<file path="config.mk">
export PLATFORM = sky130hd
export DESIGN_NAME = led_mode_ctrl
export DESIGN_NICKNAME = d
export VERILOG_FILES = /design/src/rtl/led_pkg.sv /design/src/rtl/key_debounce.sv /design/src/rtl/led_mode_ctrl.sv
export SDC_FILE = /design/constraint.sdc
export NUM_CORES = 1
export LEC_CHECK = 0
export ABC_AREA = 1
export BUFFER_PORTS_ARGS = -buffer_cell sky130_fd_sc_hd__buf_2
export CAP_MARGIN = 30
export CORE_ASPECT_RATIO = 1.2
export CORE_MARGIN = 2
export CORE_UTILIZATION = 30
export DETAILED_ROUTE_END_ITERATION = 6
export SLEW_MARGIN = 20
export SYNTH_ARGS = -nofsm -noshare
export SYNTH_HDL_FRONTEND = slang
export SYNTH_SLANG_ARGS = --single-unit
</file>
<file path="constraint.sdc">
create_clock -name sys_clk -period 2.3 [get_ports sys_clk]
set_clock_uncertainty 0.2 [all_clocks]
set_input_delay 0.46 -clock sys_clk [delete_from_list [all_inputs] [get_ports sys_clk]]
set_output_delay 0.46 -clock sys_clk [all_outputs]
set_load 0.01 [all_outputs]
</file>
<file path="src/rtl/led_pkg.sv">
// -----------------------------------------------------------------------------
// led_pkg
// Shared definitions for the LED pattern controller:
//   - LED_W          : number of LED outputs (active-low, 0 = lit)
//   - mode_e         : pattern mode encoding reported on the mode output
//   - dir_e          : travel direction of the lit bit in BOUNCE mode
//   - *_ENTRY        : LED pattern loaded when a mode is entered
//   - SYNC_STAGES    : depth of the key input synchronizer
//   - next_mode()    : mode sequence SHIFT -> BOUNCE -> BLINK -> COUNT -> SHIFT
//   - entry_pattern(): entry LED pattern of a mode
// -----------------------------------------------------------------------------
package led_pkg;

  localparam int LED_W       = 6;
  localparam int SYNC_STAGES = 2;

  // Level of key_n when the button is not pressed.
  localparam logic KEY_RELEASED = 1'b1;

  typedef enum logic [1:0] {
    SHIFT  = 2'd0,
    BOUNCE = 2'd1,
    BLINK  = 2'd2,
    COUNT  = 2'd3
  } mode_e;

  typedef enum logic {
    DIR_UP   = 1'b0,
    DIR_DOWN = 1'b1
  } dir_e;

  localparam logic [LED_W-1:0] SHIFT_ENTRY  = 6'b111110;
  localparam logic [LED_W-1:0] BOUNCE_ENTRY = 6'b111110;
  localparam logic [LED_W-1:0] BLINK_ENTRY  = 6'b000000;
  // COUNT starts at binary 0, shown inverted on the active-low LEDs.
  localparam logic [LED_W-1:0] COUNT_ENTRY  = 6'b111111;

  // Modes wrap naturally in the 2-bit encoding (COUNT + 1 = SHIFT).
  function automatic mode_e next_mode(input mode_e m);
    return mode_e'(m + 2'd1);
  endfunction

  function automatic logic [LED_W-1:0] entry_pattern(input mode_e m);
    logic [LED_W-1:0] p;
    case (m)
      SHIFT:   p = SHIFT_ENTRY;
      BOUNCE:  p = BOUNCE_ENTRY;
      BLINK:   p = BLINK_ENTRY;
      COUNT:   p = COUNT_ENTRY;
      default: p = SHIFT_ENTRY;
    endcase
    return p;
  endfunction

endpackage

</file>
<file path="src/rtl/key_debounce.sv">
// -----------------------------------------------------------------------------
// key_debounce
// Synchronizes the asynchronous active-low button, optionally debounces it,
// and emits a single-cycle pulse on each accepted press (filtered 1->0 edge).
//
// Configuration macro: LED_DEBOUNCE_EN
//   defined   : the filtered key follows the synchronized key only after the
//               two have differed for DEB_CYC consecutive cycles.
//   undefined : the filtered key is the synchronized key; DEB_CYC is unused.
//
// Ports
//   clk_i    in   clock, rising edge
//   rst_ni   in   asynchronous active-low reset
//   key_n_i  in   asynchronous button level, 0 = pressed
//   press_o  out  1-cycle press pulse
// -----------------------------------------------------------------------------
module key_debounce
  import led_pkg::*;
#(
  parameter int unsigned DEB_CYC = 540_000
) (
  input  logic clk_i,
  input  logic rst_ni,
  input  logic key_n_i,
  output logic press_o
);

  logic [SYNC_STAGES-1:0] sync_q;
  logic [SYNC_STAGES-1:0] vld_q;
  logic                   armed_q;
  logic                   key_prev_q;
  logic                   key_filt;
  logic                   key_sync;

  assign key_sync = sync_q[SYNC_STAGES-1];

  // vld_q fills with ones as real samples replace the reset value in the
  // synchronizer. Presses are accepted only once a released level has been
  // observed from the pin, so a key still held through reset release cannot
  // be mistaken for a new press.
  // NOTE: sequential state is written with non-blocking assignments so every
  // flop samples the values from before the edge, independent of block order.
  always_ff @(posedge clk_i or negedge rst_ni) begin
    if (!rst_ni) begin
      sync_q     <= {SYNC_STAGES{KEY_RELEASED}};
      vld_q      <= '0;
      armed_q    <= 1'b0;
      key_prev_q <= KEY_RELEASED;
    end else begin
      sync_q     <= {sync_q[SYNC_STAGES-2:0], key_n_i};
      vld_q      <= {vld_q[SYNC_STAGES-2:0], 1'b1};
      armed_q    <= armed_q | (vld_q[SYNC_STAGES-1] & (key_sync == KEY_RELEASED));
      key_prev_q <= key_filt;
    end
  end

`ifdef LED_DEBOUNCE_EN
  localparam int unsigned DEB_W = (DEB_CYC > 1) ? $clog2(DEB_CYC) : 1;

  logic [DEB_W-1:0] deb_cnt_q;
  logic             key_filt_q;

  // The counter runs only while the synchronized key disagrees with the
  // filtered key; any agreement restarts the stability window.
  always_ff @(posedge clk_i or negedge rst_ni) begin
    if (!rst_ni) begin
      deb_cnt_q  <= '0;
      key_filt_q <= KEY_RELEASED;
    end else if (key_sync != key_filt_q) begin
      if (deb_cnt_q == DEB_W'(DEB_CYC - 1)) begin
        key_filt_q <= key_sync;
        deb_cnt_q  <= '0;
      end else begin
        deb_cnt_q <= deb_cnt_q + DEB_W'(1);
      end
    end else begin
      deb_cnt_q <= '0;
    end
  end

  assign key_filt = key_filt_q;
`else
  assign key_filt = key_sync;

  // DEB_CYC has no role without the debounce filter.
  logic unused_deb_cyc;
  assign unused_deb_cyc = (DEB_CYC == 0);
`endif

  // Falling edge of the filtered key only; holding or releasing never pulses.
  assign press_o = armed_q & key_prev_q & ~key_filt;

endmodule

</file>
<file path="src/rtl/led_mode_ctrl.sv">
// -----------------------------------------------------------------------------
// led_mode_ctrl
// Button-driven LED pattern generator with four modes (SHIFT, BOUNCE, BLINK,
// COUNT). A free-running tick counter paces the pattern; each button press
// advances the mode, restarts the tick period and loads the mode's entry
// pattern. A press arriving with a tick takes priority and the tick is lost.
//
// Configuration macro: LED_DEBOUNCE_EN (enables the debounce filter inside
// key_debounce; without it the key is only synchronized).
//
// Parameters
//   TICK_CYC   clock cycles per pattern step
//   DEB_CYC    cycles the key must be stable before it is accepted
//
// Ports
//   sys_clk    in   clock, rising edge
//   sys_rst_n  in   asynchronous active-low reset
//   key_n      in   asynchronous button, 0 = pressed
//   led        out  registered active-low LEDs, 0 = lit
//   mode       out  registered mode encoding (mode_e)
// -----------------------------------------------------------------------------
module led_mode_ctrl
  import led_pkg::*;
#(
  parameter int unsigned TICK_CYC = 3_500_000,
  parameter int unsigned DEB_CYC  = 540_000
) (
  input  logic             sys_clk,
  input  logic             sys_rst_n,
  input  logic             key_n,
  output logic [LED_W-1:0] led,
  output logic [1:0]       mode
);

  localparam int unsigned TICK_W = (TICK_CYC > 1) ? $clog2(TICK_CYC) : 1;

  logic              press;
  logic              tick;

  logic [TICK_W-1:0] tick_cnt_q, tick_cnt_d;
  mode_e             mode_q,     mode_d;
  logic [LED_W-1:0]  led_q,      led_d;
  dir_e              dir_q,      dir_d;
  logic [LED_W-1:0]  count_q,    count_d;

  key_debounce #(
    .DEB_CYC (DEB_CYC)
  ) u_key_debounce (
    .clk_i   (sys_clk),
    .rst_ni  (sys_rst_n),
    .key_n_i (key_n),
    .press_o (press)
  );

  assign tick = (tick_cnt_q == TICK_W'(TICK_CYC - 1));

  // NOTE: every output of this block gets a default before any branch, so no
  // path leaves a value unassigned and no latch is inferred.
  always_comb begin
    tick_cnt_d = tick ? '0 : tick_cnt_q + TICK_W'(1);
    mode_d     = mode_q;
    led_d      = led_q;
    dir_d      = dir_q;
    count_d    = count_q;

    if (press) begin
      mode_d     = next_mode(mode_q);
      led_d      = entry_pattern(mode_d);
      dir_d      = DIR_UP;
      count_d    = '0;
      tick_cnt_d = '0;
    end else if (tick) begin
      case (mode_q)
        SHIFT: begin
          led_d = {led_q[LED_W-2:0], led_q[LED_W-1]};
        end
        BOUNCE: begin
          // The lit (0) bit moves one place; direction turns on the step that
          // reaches an end, so the end position is shown exactly once.
          if (dir_q == DIR_UP) begin
            led_d = {led_q[LED_W-2:0], 1'b1};
            if (!led_d[LED_W-1]) dir_d = DIR_DOWN;
          end else begin
            led_d = {1'b1, led_q[LED_W-1:1]};
            if (!led_d[0]) dir_d = DIR_UP;
          end
        end
        BLINK: begin
          led_d = ~led_q;
        end
        COUNT: begin
          count_d = count_q + LED_W'(1);
          led_d   = ~count_d;
        end
        default: begin
          led_d = led_q;
        end
      endcase
    end
  end

  always_ff @(posedge sys_clk or negedge sys_rst_n) begin
    if (!sys_rst_n) begin
      tick_cnt_q <= '0;
      mode_q     <= SHIFT;
      led_q      <= SHIFT_ENTRY;
      dir_q      <= DIR_UP;
      count_q    <= '0;
    end else begin
      tick_cnt_q <= tick_cnt_d;
      mode_q     <= mode_d;
      led_q      <= led_d;
      dir_q      <= dir_d;
      count_q    <= count_d;
    end
  end

  assign led  = led_q;
  assign mode = mode_q;

endmodule

</file>
# --- Yosys cells after proc, flatten, opt, wreduce, memory -nomap -nowiden ---
# Cells that the tools add are included.
op_classes:
  n_addsub: 3
  eq_ne: 7
  n_reduce_logical: 8
  mux: 16
  n_bitwise: 7
op_table:
  columns: ["op", "n"]
  rows:
  - ["22-bit 2-to-1 mux", 2]
  - ["6-bit 2-to-1 mux", 6]
  - ["6-bit case mux with 4 select lines", 1]
  - ["22-bit by 1-bit adder with 22-bit output, second input constant", 1]
  - ["22-bit == test, second input constant", 1]
  - ["6-bit case mux with 3 select lines", 1]
  - ["6-bit inverter", 2]
  - ["2-bit == test, second input constant", 4]
  - ["6-bit by 1-bit adder with 6-bit output, second input constant", 1]
  - ["1-bit 2-to-1 mux", 6]
  - ["2-bit nonzero test", 3]
  - ["2-bit by 1-bit == test with 1-bit output, second input constant", 2]
  - ["2-bit logical NOT", 2]
  - ["2-bit AND reduction", 2]
  - ["1-bit bitwise AND", 3]
  - ["2-bit by 1-bit adder with 2-bit output, second input constant", 1]
  - ["2-bit OR reduction", 1]
  - ["1-bit inverter", 1]
  - ["1-bit OR", 1]
totals:
  elab_cells: 50
  inputBits: 3
  regBits: 43
  out_inout_bits: 8

# --- Depth between registers and ports, before layout ---
logic_depth:
  word_depth: 5
  ltp_mapped: 11
  ltp_nobuf: 11

# --- By module ---
# Synthesis repeated with hierarchy kept, for this count alone.
hier_totals:
  cells_unflattened: 365
  area_unflattened_um2: 2635.0
by_module_without_submodules:
  columns: ["module", "instances", "area_each_um2", "cells_each", "seq_area_each_um2"]
  rows:
  - ["led_mode_ctrl", 1, 2456.1, 353, 932.1]
  - ["key_debounce", 1, 178.9, 12, 153.9]

# --- Worst setup path after synthesis ---
# Ideal clock, no wire load.
synth_path:
  kind: "register to register"
  startpoint: "reg mode_q[0] (netlist: mode[0])"
  endpoint: "reg led_q[1] (netlist: led[1])"
  arrival_ps: 1495
  t_required_ps: 2024
  path_slack_ps: 530
  setup_time_ps: 76
  n_path_buf: 1
  stages_incl_launch_ff: 12
  synth_period_minus_slack_ps: 1770
  cell_sequence: "dfrtp_1 > inv_1 > ha_1 > clkbuf_1 > nor2_1 > inv_1 > o211ai_1 > nand3_1 > nand2_1 > nand2_1 > nand2_1 > nand2_1"
synth_between:
  elab_chain_len: 5
  elab_cells_between_ends: 14
  cone_classes: "add/sub: 1; eq/ne: 6; mux: 4; reduce/logical: 3"
synth_lines:
  columns: ["element", "line_no", "rtl"]
  rows:
  - ["start: declaration", "led_mode_ctrl.sv:41", "mode_e mode_q, mode_d;"]
  - ["start signal: assignment", "led_mode_ctrl.sv:111", "mode_q <= mode_d;"]
  - ["2-bit by 1-bit adder with 2-bit output", "led_pkg.sv:40", "return mode_e'(m + 2'd1);"]
  - ["2-bit by 1-bit == test with 1-bit output / 2-bit logical NOT (equally long branches)", "led_pkg.sv:45", "case (m)"]
  - ["2-bit OR reduction (no line)", null, null]
  - ["6-bit case mux with 3 select lines", "led_pkg.sv:45", null]
  - ["6-bit 2-to-1 mux *", "led_mode_ctrl.sv:66", "if (press) begin"]
  - ["end signal: assignment", "led_mode_ctrl.sv:112", "led_q <= led_d;"]
  - ["end: declaration", "led_mode_ctrl.sv:42", "logic [LED_W-1:0] led_q, led_d;"]
# Mark *: on every way between the ends. The rest lies on a longest branch, timed or not. The select of a mux whose other input is x is not followed.
# A chain may end at the register's enable or synchronous reset.

# --- Worst setup path in the final report ---
layout_path:
  startpoint: "reg tick_cnt_q[0]"
  endpoint: "reg count_q[1]"
layout_between:
  elab_chain_len: 3
layout_lines:
  columns: ["element", "line_no", "rtl"]
  rows:
  - ["start: declaration", "led_mode_ctrl.sv:40", "logic [TICK_W-1:0] tick_cnt_q, tick_cnt_d;"]
  - ["start signal: assignment", "led_mode_ctrl.sv:110", "tick_cnt_q <= tick_cnt_d;"]
  - ["22-bit == test", "led_mode_ctrl.sv:55", "assign tick = (tick_cnt_q == TICK_W'(TICK_CYC - 1));"]
  - ["2-bit nonzero test (no line)", null, null]
  - ["2-bit AND reduction (no line)", null, null]
  - ["end signal: assignment", "led_mode_ctrl.sv:114", "count_q <= count_d;"]
  - ["end: declaration", "led_mode_ctrl.sv:44", "logic [LED_W-1:0] count_q, count_d;"]
# Every way passes these cells.

==> flow_metrics.tcl <==
set metrics [dict create \
    synthTopCellsByArea "dfrtp_1, nand2_1, nor2_1, dfstp_2, nand3_1" \
    grt_pass1_vias 2173 \
    cp_slowest_cell "dfrtp_1" \
    drc 0 \
    path_buf_inv 0 \
    die_area_um2 9460 \
    hold_ws_ns 0.0576 \
    drt_wl_total_um 5940 \
    power_switching_share_pct 37.6 \
    min_period_over_period_pct 90.3 \
    fillCellCount 964 \
    worstPathMaxFanout 25 \
    clkLatencyLatePin_ns 0.30 \
    syn_area_per_cell_um2 7.26 \
    mostFrequentLayoutCells "nand2_1, nor2_1, inv_1, dfrtp_1, nand3_1" \
    drive_gt1_share_pct 11.4 \
    slew_headroom_pct 58.5 \
    pre_cts_ws_ns 0.212 \
    cts_max_path_buffers 2 \
    max-cap-violations 0 \
    cts_sinks 43 \
    period_needed_ns 2.08 \
    hp-class "in2reg" \
    ant_nets 0 \
    row_count 37 \
    synthArstFlopShare_pct 100 \
    switchingPower_uw 952 \
    max-vdd-ir-drop_v 0.000283 \
    power_leakage_nw 1.27 \
    utilization_pct 34.3 \
    gp_congestion 0.944 \
    cpMostUsedCell "nand2_1" \
    synthFlopType "dfrtp_1" \
    required_ns 2.29 \
    power.internal_mw 1.58 \
    drt_iter0_markers 194 \
    yosys.area.top_type_share_pct 33.6 \
    synth_nets 370 \
    critPathLaunchType "register" \
    die_y_um 106 \
    vias_per_cell 4.66 \
    outcome "completed" \
    synth_seq_cells 43 \
    cts_max_level 2 \
    crit_type "reg2reg" \
    area_delta_synth_final_pct 12.1 \
    die_w_um 89.1 \
    timing.final.ws_setup_ns 0.224 \
    yosys_warnings 0 \
    cp_top_family "simple AND/OR/NAND/NOR gates" \
    dp_hpwl_um 4510 \
    mostFrequentLayoutCell "nand2_1" \
    cts-root-buf "clkbuf_8" \
    antenna_found_initial 0 \
    powerDensity_nw_per_um2 866 \
    setup_viol 0 \
    hold_violations 0 \
    crit_path_end_kind "register" \
    grt_start_max_net_pins 28 \
    seq_area_frac_synth_pct 41.7 \
    boundaryPins 11 \
    timing.fmax_mhz 482 \
    via_count 2299 \
    rrSetupSlack_ns 0.22 \
    netlist_instances 359 \
    synth_edf_count 0 \
    firstDrtPassIters 5 \
    cp.arrival_ns 2.07 \
    placement.io_buffers 10 \
    clock_power_share_pct 24.4 \
    grt_pass1_wl_um 10300 \
    wire_per_inst_um 12.0 \
    worstPathCellList "ha_1 > nand3_1 > nor3_2 > nand3_4 > nand2_4 > nand2_1 > nand2_1 > nand2_1" \
    synth.distinct_cells 32 \
    grt_usage_pct 13.8 \
    nets 386 \
    grt.overflow.total 0 \
    tritoncts "built" \
    combinationalPowerShare_pct 33.6 \
    netlist_area_um2 2610 \
    rsz0062_at_grt "false" \
    clk_pin_slew_ns 0.08 \
    cpPeakStageDelay_ns 0.41 \
    cts_made_buffers 5 \
    synth_top_area_cell "dfrtp_1" \
    tightestPinTransition_ns 0.622 \
    design.core.area_um2 8520 \
    start_util_pct 30.6 \
    antenna_cells 0 \
    p_seq_share_pct 42.0 \
    drv_slew 0 \
    setup_tns_ns 0 \
]
==> timing repair <==
item	in CTS	in global routing
hold endpoints to repair	7	0
gates resized for setup	0	0
hold buffers	1	0
setup buffers	0	0
==> final cells by class <==
cell class	count	area [um2]	area share (%)
Clock buffer	6	82.6	2.83
Clock inverter	2	35.0	1.20
Inverter	37	139	4.75
Multi-Input combinational cell	272	1340	45.7
Sequential cell	43	1090	37.2
Tap cell	117	146	5.01
Timing Repair Buffer	16	97.6	3.34
==> metal layers <==
metal  share of wire (%)  global-route usage (%)  up-vias  routed length (um)
met5                   0                       0        -                   0
met3                 3.0                    2.02        9                 181
met2                  49                    23.0       39                2890
met1                  47                    18.2     1084                2780
met4                 1.5                    4.05        0                  88
li1                    -                       -     1167                   -
==> path summary, 6_finish.rpt <==
kind	start	end	cells past startpoint
max	tick_cnt_q[0]	count_q[1]	8
min	key_n	u_key_debounce.sync_q[0]	1
max reg2reg	tick_cnt_q[0]	count_q[1]	8
min reg2reg	u_key_debounce.vld_q[0]	u_key_debounce.vld_q[1]	0
max in group asynchronous	sys_rst_n	tick_cnt_q[17]	3
min in group asynchronous	sys_rst_n	count_q[2]	2
==> metrics by stage <==
step | cell area [um2] | instances | power [mW]
finish | 2920 | 493 | 2.53
global placement | 2800 | 484 | 1.92
detailed placement | 2800 | 484 | 1.93
global route | 2920 | 493 | 2.75
floorplan | 2610 | 359 | 1.65
CTS | 2920 | 493 | 2.56
==> power groups by stage <==
stage | logic (mW) | clock network, mW | registers [mW]
after CTS | 0.855 | 0.642 | 1.06
after detailed placement | 0.849 | 0 | 1.08
final | 0.851 | 0.617 | 1.06
after floorplan | 0.588 | 0 | 1.06
after global placement | 0.838 | 0 | 1.08
after global routing | 0.985 | 0.675 | 1.09
==> registers in the layout, indices dropped and copies added (netlist names) <==
name	flops
tick_cnt_q	22
count_q	6
led	6
mode	2
u_key_debounce.sync_q	2
u_key_debounce.vld_q	2
dir_q	1
u_key_debounce.armed_q	1
u_key_debounce.key_prev_q	1
==> logic make-up (layout without fill, tap and decap cells) <==
kind of cell	Yosys count	after routing	synth area share, %
AOI/OAI and AO/OA	28	28	5.95
xor gates and xnor gates	11	11	3.69
adders and majority gates	8	8	3.84
buffers and inverters	44	61	7.10
DFF	43	43	41.7
other	1	1	0.144
and+or+nand+nor	224	224	37.6
==> cell usage after synthesis, drive strengths merged (3+ instances only) <==
| library cell | n |
|---|---|
| o211ai | 3 |
| dfrtp | 35 |
| xor2 | 10 |
| nor3 | 12 |
| a21oi | 16 |
| nand4 | 8 |
| nand2 | 101 |
| buf | 6 |
| dfstp | 8 |
| ha | 8 |
| inv | 37 |
| nand3 | 35 |
| nor2 | 62 |
| or2 | 4 |
| o21ai | 6 |
(Power assumes the default switching activity.)
